**config.mk**
```make
export PLATFORM = sky130hd
export DESIGN_NAME = taylor_series_cu_flat
export DESIGN_NICKNAME = d
export VERILOG_FILES = /design/src/rtl/taylor_pkg.sv /design/src/rtl/taylor_series_cu_if.sv /design/src/rtl/taylor_coef_rom.sv /design/src/rtl/taylor_series_cu.sv /design/src/flat_wrapper.sv
export SDC_FILE = /design/constraint.sdc
export NUM_CORES = 1
export LEC_CHECK = 0
export ABC_AREA = 1
export CORE_UTILIZATION = 49
export DETAILED_ROUTE_END_ITERATION = 10
export PLACE_DENSITY = 0.82
export SLEW_MARGIN = 20
export SYNTH_ARGS = -nofsm -noshare
export SYNTH_HDL_FRONTEND = slang
export SYNTH_HIERARCHICAL = 1
export SYNTH_SLANG_ARGS = --single-unit
```
**constraint.sdc**
```tcl
create_clock -name clk -period 3.6 [get_ports clk]
set_clock_uncertainty 0.05 [all_clocks]
set_input_delay 0.54 -clock clk [delete_from_list [all_inputs] [get_ports clk]]
set_output_delay 0.54 -clock clk [all_outputs]
set_load 0.1 [all_outputs]
```
**src/rtl/taylor_pkg.sv**
```systemverilog
// rtl/taylor_pkg.sv - shared types, constants and 1/n! table for the Taylor-series control unit
package taylor_pkg;

  typedef enum logic [1:0] {
    MODE_EXP  = 2'd0,
    MODE_SIN  = 2'd1,
    MODE_COS  = 2'd2,
    MODE_RSVD = 2'd3
  } mode_e;

  typedef enum logic [2:0] {
    IDLE  = 3'd0,
    LOAD  = 3'd1,
    ITER  = 3'd2,
    DRAIN = 3'd3,
    DONE  = 3'd4
  } state_e;

  localparam logic [31:0] FP_ONE    = 32'h3F80_0000;
  localparam logic [31:0] SIGN_MASK = 32'h8000_0000;

  // 1/n! for n = 0..19, FP32 round-to-nearest
  localparam logic [31:0] INV_FACT [0:19] = '{
    32'h3F800000, 32'h3F800000, 32'h3F000000, 32'h3E2AAAAB, 32'h3D2AAAAB,
    32'h3C088889, 32'h3AB60B61, 32'h39500D01, 32'h37D00D01, 32'h3638EF1D,
    32'h3493F27E, 32'h32D7322B, 32'h310F76C7, 32'h2F309231, 32'h2D49CBA5,
    32'h2B573F9F, 32'h29573F9F, 32'h274A963C, 32'h253413C3, 32'h2317A4DA
  };

  // Reserved encoding folds onto EXP so the rest of the design only sees three modes
  function automatic mode_e norm_mode(input logic [1:0] m);
    case (m)
      2'd1:    return MODE_SIN;
      2'd2:    return MODE_COS;
      default: return MODE_EXP;
    endcase
  endfunction

endpackage

```
**src/rtl/taylor_series_cu_if.sv**
```systemverilog
// rtl/taylor_series_cu_if.sv - request and datapath-control bundle of the Taylor-series control unit
interface taylor_series_cu_if #(
  parameter int DW = 32
);
  logic          start;
  logic [1:0]    mode;
  logic [DW-1:0] num;
  logic [DW-1:0] x;
  logic [DW-1:0] cf;
  logic [3:0]    k;
  logic          acc_clr;
  logic          acc_en;
  logic          pw_load;
  logic          pw_init_sel;
  logic          sq_en;
  logic          pw_en;
  logic          busy;
  logic          done;

  modport master (
    output start, mode, num,
    input  x, cf, k, acc_clr, acc_en, pw_load, pw_init_sel, sq_en, pw_en, busy, done
  );

  modport slave (
    input  start, mode, num,
    output x, cf, k, acc_clr, acc_en, pw_load, pw_init_sel, sq_en, pw_en, busy, done
  );
endinterface

```
**src/rtl/taylor_coef_rom.sv**
```systemverilog
// rtl/taylor_coef_rom.sv - combinational (mode, k) -> signed FP32 series coefficient
module taylor_coef_rom
  import taylor_pkg::*;
(
  input  mode_e       mode_i,
  input  logic [3:0]  k_i,
  output logic [31:0] cf_o
);

  logic [4:0] idx;
  logic       neg;

  always_comb begin
    idx = {1'b0, k_i};
    neg = 1'b0;
    case (mode_i)
      MODE_SIN: begin
        idx = {k_i, 1'b1};
        neg = k_i[0];
      end
      MODE_COS: begin
        idx = {k_i, 1'b0};
        neg = k_i[0];
      end
      default: begin
        idx = {1'b0, k_i};
        neg = 1'b0;
      end
    endcase

    cf_o = (idx <= 5'd19) ? INV_FACT[idx] : 32'h0;
    // Alternating series terms only flip the sign bit; magnitude comes straight from the table
    if (neg) begin
      cf_o = cf_o ^ SIGN_MASK;
    end
  end

endmodule

```
**src/rtl/taylor_series_cu.sv**
```systemverilog
// rtl/taylor_series_cu.sv - sequences the multiply/accumulate datapath through N_TERMS series terms
module taylor_series_cu
  import taylor_pkg::*;
#(
  parameter int N_TERMS   = 10,
  parameter int DRAIN_LAT = 1,
  parameter int DW        = 32
) (
  input  logic                 clk,
  input  logic                 res,
  taylor_series_cu_if.slave    bus
);

  localparam logic [3:0] K_LAST     = 4'(N_TERMS - 1);
  localparam logic [2:0] DRAIN_LAST = 3'(DRAIN_LAT);

  state_e        state_q;
  mode_e         mode_q;
  mode_e         mode_d;
  logic [DW-1:0] x_q;
  logic [DW-1:0] cf_q;
  logic [31:0]   cf_d;
  logic [3:0]    k_q;
  logic [3:0]    k_d;
  logic [2:0]    drain_q;
  logic          acc_clr_q;
  logic          acc_en_q;
  logic          pw_load_q;
  logic          pw_init_sel_q;
  logic          sq_en_q;
  logic          pw_en_q;
  logic          busy_q;
  logic          done_q;

  assign mode_d = norm_mode(bus.mode);
  // Coefficient is looked up for the term about to be presented, so it lands in cf_q with its k
  assign k_d    = (state_q == LOAD) ? 4'd0 : k_q + 4'd1;

  taylor_coef_rom u_coef_rom (
    .mode_i (mode_q),
    .k_i    (k_d),
    .cf_o   (cf_d)
  );

  always_ff @(posedge clk) begin
    if (res) begin
      state_q       <= IDLE;
      mode_q        <= MODE_EXP;
      x_q           <= '0;
      cf_q          <= '0;
      k_q           <= '0;
      drain_q       <= '0;
      acc_clr_q     <= 1'b0;
      acc_en_q      <= 1'b0;
      pw_load_q     <= 1'b0;
      pw_init_sel_q <= 1'b0;
      sq_en_q       <= 1'b0;
      pw_en_q       <= 1'b0;
      busy_q        <= 1'b0;
      done_q        <= 1'b0;
    end else begin
      cf_q          <= '0;
      k_q           <= '0;
      acc_clr_q     <= 1'b0;
      acc_en_q      <= 1'b0;
      pw_load_q     <= 1'b0;
      pw_init_sel_q <= 1'b0;
      sq_en_q       <= 1'b0;
      pw_en_q       <= 1'b0;
      done_q        <= 1'b0;

      case (state_q)
        IDLE: begin
          if (bus.start) begin
            state_q       <= LOAD;
            x_q           <= bus.num;
            mode_q        <= mode_d;
            busy_q        <= 1'b1;
            acc_clr_q     <= 1'b1;
            pw_load_q     <= 1'b1;
            pw_init_sel_q <= (mode_d == MODE_SIN);
            sq_en_q       <= (mode_d != MODE_EXP);
          end
        end

        LOAD: begin
          state_q  <= ITER;
          k_q      <= k_d;
          cf_q     <= cf_d;
          acc_en_q <= 1'b1;
          pw_en_q  <= (k_d != K_LAST);
        end

        ITER: begin
          if (k_q == K_LAST) begin
            if (DRAIN_LAT == 0) begin
              state_q <= DONE;
              busy_q  <= 1'b0;
              done_q  <= 1'b1;
            end else begin
              state_q <= DRAIN;
              drain_q <= 3'd1;
            end
          end else begin
            k_q      <= k_d;
            cf_q     <= cf_d;
            acc_en_q <= 1'b1;
            pw_en_q  <= (k_d != K_LAST);
          end
        end

        DRAIN: begin
          if (drain_q == DRAIN_LAST) begin
            state_q <= DONE;
            busy_q  <= 1'b0;
            done_q  <= 1'b1;
          end else begin
            drain_q <= drain_q + 3'd1;
          end
        end

        DONE: begin
          state_q <= IDLE;
        end

        default: begin
          state_q <= IDLE;
          busy_q  <= 1'b0;
        end
      endcase
    end
  end

  assign bus.x           = x_q;
  assign bus.cf          = cf_q;
  assign bus.k           = k_q;
  assign bus.acc_clr     = acc_clr_q;
  assign bus.acc_en      = acc_en_q;
  assign bus.pw_load     = pw_load_q;
  assign bus.pw_init_sel = pw_init_sel_q;
  assign bus.sq_en       = sq_en_q;
  assign bus.pw_en       = pw_en_q;
  assign bus.busy        = busy_q;
  assign bus.done        = done_q;

endmodule

```
**src/flat_wrapper.sv**
```systemverilog
// flat-port wrapper written by rule: the top's interface ports become plain ports
module taylor_series_cu_flat import taylor_pkg::*;
#(
  parameter int N_TERMS   = 10,
  parameter int DRAIN_LAT = 1,
  parameter int DW        = 32
)
  (clk, res, bus_start, bus_mode, bus_num, bus_x, bus_cf, bus_k, bus_acc_clr, bus_acc_en, bus_pw_load, bus_pw_init_sel, bus_sq_en, bus_pw_en, bus_busy, bus_done);
  taylor_series_cu_if #(.DW(DW)) bus_i ();
  input  logic clk;
  input  logic res;
  input wire logic [$bits(bus_i.start)-1:0] bus_start;
  input wire logic [$bits(bus_i.mode)-1:0] bus_mode;
  input wire logic [$bits(bus_i.num)-1:0] bus_num;
  output wire logic [$bits(bus_i.x)-1:0] bus_x;
  output wire logic [$bits(bus_i.cf)-1:0] bus_cf;
  output wire logic [$bits(bus_i.k)-1:0] bus_k;
  output wire logic [$bits(bus_i.acc_clr)-1:0] bus_acc_clr;
  output wire logic [$bits(bus_i.acc_en)-1:0] bus_acc_en;
  output wire logic [$bits(bus_i.pw_load)-1:0] bus_pw_load;
  output wire logic [$bits(bus_i.pw_init_sel)-1:0] bus_pw_init_sel;
  output wire logic [$bits(bus_i.sq_en)-1:0] bus_sq_en;
  output wire logic [$bits(bus_i.pw_en)-1:0] bus_pw_en;
  output wire logic [$bits(bus_i.busy)-1:0] bus_busy;
  output wire logic [$bits(bus_i.done)-1:0] bus_done;
  assign bus_i.start = bus_start;
  assign bus_i.mode = bus_mode;
  assign bus_i.num = bus_num;
  assign bus_x = bus_i.x;
  assign bus_cf = bus_i.cf;
  assign bus_k = bus_i.k;
  assign bus_acc_clr = bus_i.acc_clr;
  assign bus_acc_en = bus_i.acc_en;
  assign bus_pw_load = bus_i.pw_load;
  assign bus_pw_init_sel = bus_i.pw_init_sel;
  assign bus_sq_en = bus_i.sq_en;
  assign bus_pw_en = bus_i.pw_en;
  assign bus_busy = bus_i.busy;
  assign bus_done = bus_i.done;
  taylor_series_cu #(.N_TERMS(N_TERMS), .DRAIN_LAT(DRAIN_LAT), .DW(DW)) u_core (.clk(clk), .res(res), .bus(bus_i));
endmodule
```
==> metrics <==
Crit path largest cell delay=roughly 400 ps; vias in the first global route=between 3,000 and 4,000; CP Class=flip-flop to flip-flop; CP top delay family=simple AND/OR/NAND/NOR gates; Worst Path Buf+Inv=5; RSZ-0062 raised after global routing=false; final net count=about 740; Final WS setup=roughly 950 ps; Multi-input gate area=roughly 1800 µm²; worst path required time=around 3800 ps; number of gates resized after cts=0; Inserted Diodes=0; area grow syn2layout=30.9%; clock root buffer=clkbuf_8; beginning of the worst hold path=u_core/bus.x[25]$_SDFFE_PP0P_; Placer Congestion=0.966; CP Capture Type=flip-flop; pin count of the biggest net entering global routing=68; cell mode on critical path=inv_1; chip width=93.9 µm; Cell Rows=33; first-pass GRT wire length=about 16,000 µm; fmax=approximately 0.38 GHz; pin slew with the least headroom to its limit=between 1000 and 1500 ps; Final setup viols=0; Netlist Area Pre-Place=a little over 4000 µm²; largest area contributor in the netlist=dfxtp_1; total die area=a little under 9000 µm²; leakage power=~2.5 nW; Max Cap Violations=0; placeable core area=8220 µm²; Cells after Synth=580; Layout Cells excl Fill=just under 800; routed wire length per instance=approximately 13 µm; PD cells=around 600 nW/µm²; FILL cells=about 750; total congestion overflow=0; share of the synthesized area in the top cell type=approximately two fifths; warnings from Yosys=6; Peak supply drop=about 360 µV; clock slew at reported path FFs=90 ps; post-CTS setup repair buffer count=0; die height=about 94 µm; sequential-to-total area share from yosys stat=about two fifths; Post-Syn Nets=between 600 and 700; Tot GR Track Use=between 20% and 30%; # H-tree levels=3; Critical Path Start=u_core/bus.k[1]$_SDFF_PP0_; total number of vias=around 3,900; Hold Violations, Final=0; crit path cell chain=inv_1, ha_1, inv_1, nand2_1, inv_1, nand2_1, nand3_1, nand2_2, ha_1, inv_1, nor2_1, nand2_1, nand3_4, nand2_2, nand2_1, a21oi_1, inv_1, nor2_1; Critical Path AT=roughly 2900 ps; min-delay worst type=flip-flop to flip-flop; Worst slew margin=between 30% and 40%; WL final=about 10,000 µm; Clock Path Buffers=2; Clk Latency, worst-skew pair=350 ps; fin. max-slew vios=0; DP HPWL=7490 µm; R2R Path Start=u_core/bus.k[1]$_SDFF_PP0_; cts bufs inserted=9; syn_area_per_cell=7.14 µm²; fin crit share=~74%; share of cells above drive strength 1=slightly above 7%; FF+latch area=1660 µm²; Worst Path Max Fanout=13; status=completed; # DRC=0; Initial Utilization=approximately half; I/O Pins=about 110; worst slack, placed=968 ps; CTS tree=yes; initial antenna violation count=0; post-route ant nets=0; clk sink count=between 80 and 90; top post-synthesis cells by area=dfxtp_1 40%, inv_1 11%, nand2_1 8.1%; Crit-path slowest cell=dfxtp_1; crit path launch type=flip-flop; min Tclk post-route=about 2600 ps; FF+latch count, synth=83; dpl cells=776; Setup TNS Final=0 ps; Distinct cells, synth=31; input/output buffers=between 100 and 150; First-pass DRT Iterations=5; Hold-fix buffers, CTS=0; DR vias/cell=between 4 and 5; DR iter-0 viols=between 150 and 200
worst reg2reg max path, cell delays in order (launching register included):
cell	delay, ps
dfxtp_1	400
inv_1	70
ha_1	290
inv_1	60
nand2_1	60
inv_1	110
nand2_1	70
nand3_1	110
nand2_2	200
ha_1	250
inv_1	50
nor2_1	30
nand2_1	120
nand3_4	120
nand2_2	170
nand2_1	90
a21oi_1	180
inv_1	60
nor2_1	90
cells by family (layout without fill, tap and decap cells):
group,Yosys count,after routing,synth area share (%)
flip-flops,83,83,40.1
XOR/XNOR,2,2,0.423
buffers and inverters,152,259,15.8
AO/OA/AOI/OAI,109,109,13.9
AND/OR/NAND/NOR,214,214,23.9
other,1,1,0.0906
adder cells (fa/ha/maj),19,19,5.74
placed cells by master (no fill, tap or decap), types with 3 or more instances in the layout:
cell type        netlist  final
inv_1                123    123
clkdlybuf4s50_1        0    112
nand2_1               89     89
dfxtp_1               83     83
nor2_1                67     67
o21ai_0               52     52
a21oi_1               47     47
nand3_1               26     26
ha_1                  19     19
clkbuf_8               0      9
nor2_2                 7      7
nand2_2                5      5
inv_2                  4      4
nand4_1                4      4
nor2_4                 4      4
buf_4                  7      4
nor3_1                 3      3
nand3_2                3      3
o21ai_2                3      3
o21ai_1                3      3
final cells by class:
type / count / area share, %
Clock buffer: 10 / 2.35
Timing Repair Buffer: 116 / 21.2
Clock inverter: 6 / 0.900
Sequential cell: 83 / 30.7
Inverter: 127 / 8.80
Tap cell: 105 / 2.42
Multi-Input combinational cell: 345 / 33.6
power breakdown:
group,switching (mW),internal (mW)
Sequential,0.0567,1.03
Combinational,1.22,0.377
Clock,0.361,0.260
state kept, by name (all words and copies together), names as in the netlist:
| signal | count |
|---|---|
| u_core/bus.acc_en | 1 |
| u_core/bus.busy | 1 |
| u_core/bus.cf | 32 |
| u_core/bus.done | 1 |
| u_core/bus.k | 4 |
| u_core/bus.pw_en | 1 |
| u_core/bus.pw_init_sel | 1 |
| u_core/bus.pw_load | 1 |
| u_core/bus.sq_en | 1 |
| u_core/bus.x | 32 |
| u_core/drain_q | 3 |
| u_core/mode_q | 2 |
| u_core/state_q | 3 |
layer usage:
metal,part of all wire [%],GRT usage [%],vias up
met2,48,40.8,151
met4,3.0,11.4,0
met5,0,0,-
li1,-,-,1970
met3,6.6,5.99,28
met1,42,27.5,1721
path summary, 6_finish.rpt:
| path | endpoint | slack (ps) | depth (start not counted) |
|---|---|---|---|
| worst max-delay path | u_core/bus.cf[2]$_SDFF_PP0_ | 950 | 18 |
| worst min-delay path | u_core/bus.x[25]$_SDFFE_PP0P_ | 400 | 2 |
| worst max register to register | u_core/bus.cf[2]$_SDFF_PP0_ | 950 | 18 |
| worst min register to register | u_core/bus.x[25]$_SDFFE_PP0P_ | 400 | 2 |
per-stage QoR:
step / hold slack (ps) / cell area, µm² / util, % / power (mW)
floorplan: 390 / 4140 / - / 2.36
global placement: 380 / 5240 / 63.8 / 2.68
finish: 397 / 5420 / 66.0 / 3.30
global route: 417 / 5420 / 66.0 / 3.47
detailed placement: 387 / 5240 / 63.8 / 2.70
CTS: 398 / 5420 / 66.0 / 3.32
synthesized netlist by cell type (all sizes together):
master,n
inv,127
nand2,94
dfxtp,83
nor2,79
o21ai,59
a21oi,47
nand3,31
buf,19
ha,19
clkbuf,6
nand4,4
nor3,4
o211ai,2
xnor2,2
a31oi,1
and3,1
conb,1
or2,1
Note: power is estimated with default switching activity, not from simulation.
